`config.mk`:
```
export PLATFORM = sky130hd
export DESIGN_NAME = mp_irq_pulse_gen
export DESIGN_NICKNAME = d
export VERILOG_FILES = /design/src/rtl/mp_irq_pulse_gen.sv
export SDC_FILE = /design/constraint.sdc
export NUM_CORES = 1
export LEC_CHECK = 0
export ABC_CLOCK_PERIOD_IN_PS = 4900
export CAP_MARGIN = 40
export CORE_MARGIN = 5
export CORE_UTILIZATION = 35
export CTS_CLUSTER_SIZE = 28
export DETAILED_ROUTE_END_ITERATION = 8
export GPL_TIMING_DRIVEN = 0
export PLACE_DENSITY = 0.61
export SLEW_MARGIN = 20
export SYNTH_ARGS = -nofsm -noshare
export SYNTH_HDL_FRONTEND = slang
export SYNTH_SLANG_ARGS = --single-unit
```
`constraint.sdc`:
```
create_clock -name CLK -period 4.9 [get_ports CLK]
set_clock_uncertainty 0.15 [all_clocks]
set_input_delay 0.98 -clock CLK [delete_from_list [all_inputs] [get_ports CLK]]
set_output_delay 0.98 -clock CLK [all_outputs]
set_load 0.01 [all_outputs]
```
`src/rtl/mp_irq_pulse_gen.sv`:
```
// Interrupt output stage: merges user-event rising edges and retry pulses into
// fixed-width IRQ pulses separated by a hold-off, coalescing requests that
// arrive while the line is busy into a single pending request.
module mp_irq_pulse_gen #(
   parameter int unsigned IRQ_PULSE_WIDTH = 16,
   parameter int unsigned IRQ_HOLDOFF     = 64,
   parameter int unsigned COUNT_WIDTH     = 32
) (
   input  logic                   CLK,
   input  logic                   RESET,
   input  logic                   USER_EVENT_IN,
   input  logic                   RETRY,
   output logic                   IRQ,
   output logic                   IRQ_PENDING,
   output logic [COUNT_WIDTH-1:0] IRQ_COUNT,
   output logic [COUNT_WIDTH-1:0] COALESCED_COUNT
);

   // One timer shared by ASSERT and HOLDOFF; sized for the longer of the two.
   localparam int unsigned MaxCnt = (IRQ_PULSE_WIDTH > IRQ_HOLDOFF) ? IRQ_PULSE_WIDTH
                                                                   : IRQ_HOLDOFF;
   localparam int unsigned TimerW = (MaxCnt > 1) ? $clog2(MaxCnt) : 1;
   localparam logic [TimerW-1:0] WLoad = TimerW'(IRQ_PULSE_WIDTH - 1);
   localparam logic [TimerW-1:0] HLoad = TimerW'(IRQ_HOLDOFF - 1);

   typedef enum logic [1:0] {StIdle, StAssert, StHoldoff} state_e;

   state_e                 state_q, state_d;
   logic [TimerW-1:0]      timer_q, timer_d;
   logic                   d_event_q, d_event_d;
   logic                   irq_q, irq_d;
   logic                   pending_q, pending_d;
   logic [COUNT_WIDTH-1:0] irq_cnt_q, irq_cnt_d;
   logic [COUNT_WIDTH-1:0] coal_cnt_q, coal_cnt_d;

   logic       edge_det;
   logic       req;
   logic       timer_last;
   logic       absorb;
   logic [1:0] coal_inc;

   // Next-state logic: request detection, FSM sequencing, pending and counters.
   always_comb begin
      edge_det   = USER_EVENT_IN & ~d_event_q;
      req        = edge_det | RETRY;
      timer_last = (timer_q == '0);
      d_event_d  = USER_EVENT_IN;
      state_d    = state_q;
      timer_d    = timer_q;
      pending_d  = pending_q;
      irq_cnt_d  = irq_cnt_q;
      absorb     = 1'b0;
      coal_inc   = 2'd0;

      case (state_q)
         StIdle: begin
            if (req || pending_q) begin
               state_d = StAssert;
               timer_d = WLoad;
            end
         end
         StAssert: begin
            absorb = req;
            if (timer_last) begin
               state_d = StHoldoff;
               timer_d = HLoad;
            end else begin
               timer_d = timer_q - TimerW'(1);
            end
         end
         StHoldoff: begin
            if (timer_last) begin
               // A request on the last hold-off cycle launches directly, not via pending.
               if (req || pending_q) begin
                  state_d = StAssert;
                  timer_d = WLoad;
               end else begin
                  state_d = StIdle;
               end
            end else begin
               absorb  = req;
               timer_d = timer_q - TimerW'(1);
            end
         end
         default: begin
            state_d = StIdle;
            timer_d = '0;
         end
      endcase

      if (absorb) begin
         if (!pending_q) begin
            pending_d = 1'b1;
         end else begin
            coal_inc = coal_inc + 2'd1;
         end
      end

      // Simultaneous edge and retry collapse into one request; count the merge.
      if (edge_det && RETRY) begin
         coal_inc = coal_inc + 2'd1;
      end

      if ((state_d == StAssert) && (state_q != StAssert)) begin
         pending_d = 1'b0;
         irq_cnt_d = irq_cnt_q + COUNT_WIDTH'(1);
      end

      coal_cnt_d = coal_cnt_q + COUNT_WIDTH'(coal_inc);
      irq_d      = (state_d == StAssert);
   end

   // State and registered outputs; async reset clears everything immediately.
   always_ff @(posedge CLK or posedge RESET) begin
      if (RESET) begin
         state_q    <= StIdle;
         timer_q    <= '0;
         d_event_q  <= 1'b0;
         irq_q      <= 1'b0;
         pending_q  <= 1'b0;
         irq_cnt_q  <= '0;
         coal_cnt_q <= '0;
      end else begin
         state_q    <= state_d;
         timer_q    <= timer_d;
         d_event_q  <= d_event_d;
         irq_q      <= irq_d;
         pending_q  <= pending_d;
         irq_cnt_q  <= irq_cnt_d;
         coal_cnt_q <= coal_cnt_d;
      end
   end

   assign IRQ             = irq_q;
   assign IRQ_PENDING     = pending_q;
   assign IRQ_COUNT       = irq_cnt_q;
   assign COALESCED_COUNT = coal_cnt_q;

endmodule

```
# After elaboration in Yosys (flattened, before gate mapping)
# Index checks and enable logic that the tools add are counted.
[word_totals]
regBits = 75
latchBits = 0
ram_bits = 0
romBits = 0
inputBits = 4
out_inout_bits = 66
memories = 0
[classes]
n_addsub = 4
n_mul = 0
div = 0
magnitude_cmp = 0
n_eq_ne = 4
shift = 0
mux = 16
bitwise_logic = 3
n_reduce_logical = 6
[op_table]
columns = ["op", "count"]
rows = [
  ["$add A32 B1 Y32 const B", 1],
  ["$add A32 B2 Y32", 1],
  ["$mux W6", 3],
  ["$pmux W6 S3", 1],
  ["$mux W2", 4],
  ["$logic_not A6 Y1", 1],
  ["$mux W1", 6],
  ["$pmux W2 S3", 1],
  ["$sub A6 B1 Y6 const B", 1],
  ["$eq A2 B1 Y1 const B", 2],
  ["$add A2 B1 Y2 const B", 1],
  ["$eq A2 B2 Y1 const B", 1],
  ["$logic_and A1 B1 Y1", 2],
  ["$logic_not A2 Y1", 1],
  ["$ne A2 B1 Y1 const B", 1],
  ["$pmux W1 S2", 1],
  ["$reduce_bool A2 Y1", 1],
  ["$and A1 B1 Y1", 1],
  ["$logic_or A1 B1 Y1", 1],
  ["$not A1 Y1", 1],
  ["$or A1 B1 Y1", 1],
]

# Longest topological paths before layout
# Gate-level depths: netlist of the first run.
[depth]
depth_word = 10
depth_mapped = 17

# Least setup slack after synthesis of the first run
# Ideal clock, no wire load.
[synth_path]
kind = "register to register"
from = "register timer_q[0]"
to = "register coal_cnt_q[25], in the netlist COALESCED_COUNT[25]"
arrival_time_ns = 3.379
path_slack_ns = 1.246
stages_incl_launch_ff = 18
n_path_buf = 1
cell_sequence = "dfrtp_1 inv_1 ha_1 or3b_4 nor2_1 nor2_1 nor2_1 nor2_1 and2_1 ha_1 ha_1 a21oi_1 nor3b_1 and4_1 clkbuf_1 nor2b_1 nand3_1 xnor2_1"
[synth_via]
elab_chain_len = 7
[synth_rtl]
columns = ["element", "line_no", "text"]
rows = [
  ["start, declared", "29", "logic [TimerW-1:0] timer_q, timer_d;"],
  ["start signal, assigned", "125", "timer_q <= timer_d;"],
  ["$logic_not A6 Y1 (*)", "46", "timer_last = (timer_q == '0);"],
  ["$mux W1 (*)", "72", "if (timer_last) begin"],
  ["$pmux W1 S2 (*)", "55", "case (state_q)"],
  ["$mux W1 (*)", "91", "if (absorb) begin"],
  ["$add A2 B1 Y2", "101", "coal_inc = coal_inc + 2'd1;"],
  ["$mux W2 (*)", "100", "if (edge_det && RETRY) begin"],
  ["$add A32 B2 Y32 (*)", "109", "coal_cnt_d = coal_cnt_q + COUNT_WIDTH'(coal_inc);"],
  ["named net coal_cnt_d[25]", "34", "logic [COUNT_WIDTH-1:0] coal_cnt_q, coal_cnt_d;"],
  ["end signal, assigned", "130", "coal_cnt_q <= coal_cnt_d;"],
  ["end, declared", "34", ""],
]
# Mark *: on every way through the listed nets, which the timed path passes. The rest lies on a longest branch.
# A chain may end at the register's enable or synchronous reset.

# Final worst setup path of the first run
[layout_path]
from = "register timer_q[0]"
to = "register coal_cnt_q[27], in the netlist COALESCED_COUNT[27]"
# Same word-level chain as after synthesis.

==> results of run 1 <==
==> where the power goes <==
group          switching (mW)  internal (mW)  total [mW]
registers               0.108          0.714       0.822
logic                   0.396          0.311       0.707
clock network           0.235          0.186       0.421
==> placed cells by master, fill, tap and decap left out, types with 3 or more instances in the layout <==
master | netlist | final
or3_1 | 3 | 3
nand2b_1 | 3 | 3
nand3_1 | 29 | 29
clkdlybuf4s50_1 | 0 | 69
clkbuf_8 | 0 | 9
ha_1 | 9 | 9
o21ai_0 | 9 | 9
dfrtp_1 | 75 | 75
a21oi_1 | 12 | 12
nor3b_1 | 3 | 3
and4_1 | 4 | 4
and2_1 | 3 | 3
clkbuf_1 | 3 | 5
nor2_1 | 19 | 19
nor3_1 | 13 | 13
inv_1 | 15 | 14
clkinvlp_4 | 0 | 4
xnor2_1 | 43 | 43
and3_1 | 14 | 14
nand2_1 | 28 | 28
nand4_1 | 10 | 10
nor4_1 | 3 | 3
nor3_2 | 5 | 5
xor2_1 | 19 | 19
==> metal layers <==
layer | GRT usage | up-vias | share of wire
li1 | - | 1325 | -
met1 | 0.1925 | 1385 | 0.49
met2 | 0.2159 | 71 | 0.46
met3 | 0.02989 | 9 | 0.037
met4 | 0.04623 | 0 | 0.011
met5 | 0 | - | 0
==> cell families (layout without fill, tap and decap cells) <==
group	Yosys count	after routing	share of synthesized area
compound gates	30	30	0.05457
simple gates	142	142	0.2099
fa+ha+maj	10	10	0.03684
buf+inv	21	107	0.02641
flops	75	75	0.5214
xor+xnor	62	62	0.1509
==> how the worst max path moves through the flow <==
stage / start / endpoint / cells after the start / slack [ns]
2_1_floorplan: timer_q[0] / COALESCED_COUNT[25] / 17 / 1.25
3_3_place_gp: USER_EVENT_IN / COALESCED_COUNT[28] / 14 / 0.45
3_5_place_dp: USER_EVENT_IN / COALESCED_COUNT[24] / 14 / 0.43
4_1_cts: timer_q[0] / COALESCED_COUNT[24] / 17 / 0.56
5_1_grt: timer_q[0] / COALESCED_COUNT[26] / 17 / 0.22
6_report: timer_q[0] / COALESCED_COUNT[27] / 17 / 0.59
==> cell type report <==
cell class              instances  area [sq um]
plain buffers                   6         38.79
clock inverters                 5         38.79
inverters                      15         58.81
fillers                       953          5524
well taps                     136         170.2
multi-input cells             244          1628
repair buffers                 70         718.2
flip-flops and latches         75          1877
clock buffers                  11         131.4
==> registers in the layout, indices dropped and copies added (netlist names) <==
name             cells
IRQ                  1
d_event_q            1
timer_q              6
IRQ_COUNT           32
IRQ_PENDING          1
COALESCED_COUNT     32
state_q              2
==> critical path, stage by stage, from the launching register on <==
cell and delay (ns):
dfrtp_1 0.42, inv_1 0.08, ha_1 0.19, or3b_4 0.43, nor2_1 0.24, nor2_1 0.10
nor2_1 0.16, nor2_1 0.08, and2_1 0.16, ha_1 0.21, ha_1 0.27, a21oi_1 0.08
nor3b_1 0.41, and4_1 0.25, clkbuf_1 0.23, nor2b_1 0.44, nand3_1 0.15, xnor2_1 0.16
==> stage by stage <==
stage	hold WS [ns]	instances	util
after global routing	0.3672	562	0.4576
final	0.3372	562	0.4576
after global placement	0.3095	545	0.4380
after floorplan	0.3539	340	-
after CTS	0.3363	562	0.4576
after detailed placement	0.3145	546	0.4409
==> results.md, run 1 <==
* # setup viols final at 0
* Max Buffers Root-to-Sink at 2
* Via Count at ~2800
* Setup TNS Final at 0 ns
* Core area at roughly 10000 sq um
* Resized Gates After CTS at 0
* Routability Congestion at ~0.86
* Antenna diode count at 0
* Hold Path End: IRQ_COUNT[31]
* Worst VDD drop at 0.1610 mV
* Routed length per instance at 14.56 microns
* Reg2reg start: timer_q[0]
* CTS Buf Count at 9
* Synthesized area at roughly 3600 sq um
* Cell taking the most area after synthesis: dfrtp_1
* Setup Buffers After CTS at 0
* Worst-Margin Slew at 0.6901 ns
* Placed Area at around 4500 sq um
* Die Y at 111.4 microns
* Setup ws final at roughly 0.59 ns
* Synth Register Bits at 75
* Initial antenna violation count at 0
* DRC at 0
* Final ANT Viol Nets at 0
* Clk Latency, worst-skew pair at between 0.3 and 0.4 ns
* Port bufs at 69
* Die ar. at about 12000 sq um
* Largest net degree at the start of global routing at between 40 and 50
* CTS tree: done
* EDFF count, synth at 0
* CP required at 4.98 ns
* CP endpoint kind: flip-flop
* Most common cell in the netlist: dfrtp_1
* Status: completed
* Global route overflow at 0
* Hold WC Path Type: flip-flop to flip-flop
* Reg-to-reg slack, setup at around 0.6 ns
* CTS sink count at 75
* DIE WIDTH at ~110 microns
* Final Max Tran Viols at 0
* RSZ-0062 raised after global routing: no
* Post-Route WL at 8182 microns
* Vias in the first global route at 2867
* Crit path launch type: flip-flop
* Synth Flop Type: dfrtp_1
* Hold buffers post-CTS at 0
* Largest cells by area after synthesis: dfrtp_1, xnor2_1, xor2_1
* Syn_nets at about 350
* Post-synthesis sequential area ratio at 0.5214
* Yosys cell types at 34
* Fin area at about 4700 sq um
* Hold Startpoint: IRQ_COUNT[31]
* WP data arrival at 4.39 ns
* Slew margin rel. at 0.5364
* Syn. warnings at 0
* Initial DRC count at just under 90
* DR vias/cell at between 4 and 5
* Top-area cell type share of the netlist area at 0.5214
* TritonRoute pass-1 iters at 4
* Share of cells above drive strength 1 at 0.06808
* IO Pins at 70
* Power Total at 1.950 mW
* Post-Synthesis Cells at 340
* Hold Path Cell Cnt at 1
* Power per Cell Area at between 400 and 500 nW/um^2
* Clock transition at the registers of the reported paths at about 0.090 ns
* Maximum clock frequency at 0.2322 GHz
* Syn-to-layout area delta at 29.48%
* Syn Area/Cell at around 11 sq um
* Tmin final at 4.308 ns
* First-pass GRT wire length at about 14000 microns
* Initial core utilization at 0.3534
* Reg-to-Reg End: COALESCED_COUNT[27]
* Worst Path Max Fanout at 6
* Max cap viols at 0
* Layout Nets at 435
* Post-synth top cells: dfrtp_1, xnor2_1, nand3_1
* Htree depth at 3
* Worst reg2reg path depth at 17
* Final Hold Fails at 0
* All-Layer GR Usage at 0.1385
* Root buf cell: clkbuf_8
* Tcrit/Tclk final at 0.8791
* HPWL Detailed at a little under 6000 microns
* Type of the worst setup path: flip-flop to flip-flop
* Leak at around 1.9 nW
* Place WS at around 0.43 ns
* Async SR Flop Fraction at 1.000
* Cell Rows at 37
(Power assumes the default switching activity.)
==> inputs of run 2 (changes only) <==
ABC_CLOCK_PERIOD_IN_PS = 5400   (was 4900)
GPL_TIMING_DRIVEN = default   (was 0)
HOLD_SLACK_MARGIN = 0.02   (was default)
clock period = 5.4 ns   (was 4.9 ns; I/O delays follow)
==> results.md, run 2 (synthesis results as in run 1) <==
* Crit path top cell by count: nor2_1 (unchanged)
* Tcrit/Tclk final at 0.7823 (was 0.8791)
* TritonRoute pass-1 iters at 4 (unchanged)
* Placed Area at 4468 sq um (was 4491 sq um)
* Type of the worst setup path: flip-flop to flip-flop (unchanged)
* Initial DRC count at 137 (was 89)
* HPWL Detailed at 5740 microns (was 5841 microns)
* Worst-Margin Slew at 0.7843 ns (was 0.6901 ns)
* First-pass GRT wire length at 13390 microns (was 14210 microns)
* Initial antenna violation count at 0 (unchanged)
* Worst Path Max Fanout at 5 (was 6)
* Layout Nets at 431 (was 435)
* Die Y at 111.4 microns (unchanged)
* Hold buffers post-CTS at 0 (unchanged)
* Setup Buffers After CTS at 0 (unchanged)
* Resized Gates After CTS at 0 (unchanged)
* Reg-to-Reg End: COALESCED_COUNT[30] (was COALESCED_COUNT[27])
* Clock transition at the registers of the reported paths at 0.08 ns (was 0.09 ns)
* Antenna diode count at 0 (unchanged)
* Routed length per instance at 14.29 microns (was 14.56 microns)
* Grt met1 use at 0.1838 (was 0.1925)
* Status: completed (unchanged)
* Crit path largest cell delay at 0.53 ns (was 0.44 ns)
* Hold Path Cell Cnt at 1 (unchanged)
* CTS Buf Count at 9 (unchanged)
* Reg2reg start: timer_q[0] (unchanged)
* Most used routing layer: met2 (unchanged)
* # fillers at 971 (was 953)
* Worst reg2reg path depth at 17 (unchanged)
* Setup TNS Final at 0 ns (unchanged)
* CP required at 5.48 ns (was 4.98 ns)
* Hold Path End: IRQ_COUNT[31] (unchanged)
* Share of cells above drive strength 1 at 0.06398 (was 0.06808)
* RSZ-0062 raised after global routing: no (unchanged)
* Routability Congestion at 0.7976 (was 0.8602)
* Reg-to-reg slack, setup at 1.18 ns (was 0.59 ns)
* Max cap viols at 0 (unchanged)
* CP endpoint kind: flip-flop (unchanged)
* DRC at 0 (unchanged)
* Syn-to-layout area delta at 30.62% (was 29.48%)
* Port bufs at 69 (unchanged)
* Global route overflow at 0 (unchanged)
* Placed insts at 542 (was 546)
* Cell Rows at 37 (unchanged)
* GR Util met3 at 0.03913 (was 0.02989)
* Final Non-Filler Cells at 558 (was 562)
* CP top delay family: simple AND/OR/NAND/NOR gates (unchanged)
* Final ANT Viol Nets at 0 (unchanged)
* CTS tree: done (unchanged)
* WP data arrival at 4.30 ns (was 4.39 ns)
* Slew margin rel. at 0.4771 (was 0.5364)
* # setup viols final at 0 (unchanged)
* CTS sink count at 75 (unchanged)
* Worst VDD drop at 0.1473 mV (was 0.1610 mV)
* Maximum clock frequency at 0.2367 GHz (was 0.2322 GHz)
* Met2 GRT Util at 0.1994 (was 0.2159)
* Crit path launch type: flip-flop (unchanged)
* Fin area at 4702 sq um (was 4661 sq um)
* Power per Cell Area at 396.7 nW/um^2 (was 418.4 nW/um^2)
* Core area at 10180 sq um (unchanged)
* Commonest non-fill, non-tap cell in the layout: dfrtp_1 (unchanged)
* DIE WIDTH at 111.4 microns (unchanged)
* Clk Latency, worst-skew pair at 0.34 ns (about the same)
* Root buf cell: clkbuf_8 (unchanged)
* Critical path's slowest cell: nor3b_1 (was nor2b_1)
* IO Pins at 70 (unchanged)
* Htree depth at 3 (unchanged)
* Leak at 1.945 nW (was 1.912 nW)
* Worst hold slack at 0.3233 ns (was 0.3372 ns)
* Largest net degree at the start of global routing at 33 (was 45)
* All-Layer GR Usage at 0.1322 (was 0.1385)
* CP cell instances: inv_1, ha_1, or3b_4, nor2_1, nor2_1, nor2_1, nor2_1, and2_1, ha_1, ha_1, inv_1, fa_1, nor3b_1, nand2_1, nor2_1, nand2_1, xnor2_1 (was inv_1, ha_1, or3b_4, nor2_1, nor2_1, nor2_1, nor2_1, and2_1, ha_1, ha_1, a21oi_1, nor3b_1, and4_1, clkbuf_1, nor2b_1, nand3_1, xnor2_1)
* Post-Route WL at 7976 microns (was 8182 microns)
* Crit path buf inv count at 2 (unchanged)
* Max Buffers Root-to-Sink at 2 (unchanged)
* Via Count at 2738 (was 2790)
* Final Hold Fails at 0 (unchanged)
* Hold WC Path Type: flip-flop to flip-flop (unchanged)
* Die ar. at 12410 sq um (unchanged)
* Tmin final at 4.225 ns (was 4.308 ns)
* Vias in the first global route at 2657 (was 2867)
* DR vias/cell at 4.907 (was 4.964)
* Commonest non-fill, non-tap cells in the layout: dfrtp_1, clkdlybuf4s50_1, xnor2_1 (unchanged)
* Hold Startpoint: IRQ_COUNT[31] (unchanged)
* Final Max Tran Viols at 0 (unchanged)
* Initial core utilization at 0.3534 (unchanged)
run 2: worst max path at each step:
| stage | startpoint | to | slack (ns) | cells past startpoint |
|---|---|---|---|---|
| after CTS | timer_q[0] | COALESCED_COUNT[30] | 1.17 | 17 |
| after floorplan | timer_q[0] | COALESCED_COUNT[25] | 1.75 | 17 |
| final | timer_q[0] | COALESCED_COUNT[30] | 1.18 | 17 |
| after global routing | timer_q[0] | COALESCED_COUNT[30] | 0.77 | 17 |
| after global placement | USER_EVENT_IN | COALESCED_COUNT[28] | 1.01 | 14 |
| after detailed placement | USER_EVENT_IN | COALESCED_COUNT[26] | 0.92 | 14 |
run 2: metrics by stage:
step / worst slack [ns] / power [mW] / util
floorplan: 1.746 / 1.150 / -
global placement: 1.014 / 1.340 / 0.4349
detailed placement: 0.9224 / 1.367 / 0.4387
CTS: 1.166 / 1.894 / 0.4617
global route: 0.7722 / 1.998 / 0.4617
finish: 1.175 / 1.865 / 0.4617
run 2: final cells by class:
type	count	area, sq um	share of cell area
clock buffer	12	135.1	0.02874
clock inverter	4	98.84	0.02102
inverter	15	56.30	0.01197
multi-input combinational	244	1628	0.3462
sequential	75	1877	0.3991
tap	136	170.2	0.03619
timing repair buffer	72	737.0	0.1567
run 2: metal layers:
metal,wire length [microns],share of wire
met1,3788,0.47
met2,3674,0.46
met3,405,0.051
met4,109,0.014
met5,0,0
run 2: worst reg2reg max path, cell delays in order, from the launching register on:
cell	delay, ns
dfrtp_1	0.41
inv_1	0.07
ha_1	0.19
or3b_4	0.43
nor2_1	0.25
nor2_1	0.10
nor2_1	0.16
nor2_1	0.08
and2_1	0.16
ha_1	0.27
ha_1	0.15
inv_1	0.05
fa_1	0.43
nor3b_1	0.53
nand2_1	0.17
nor2_1	0.27
nand2_1	0.10
xnor2_1	0.14
run 2: report_power, final:
part	internal [mW]	switching (mW)	total (mW)
sequential	0.648	0.0977	0.746
clock	0.309	0.207	0.516
combinational	0.264	0.339	0.603
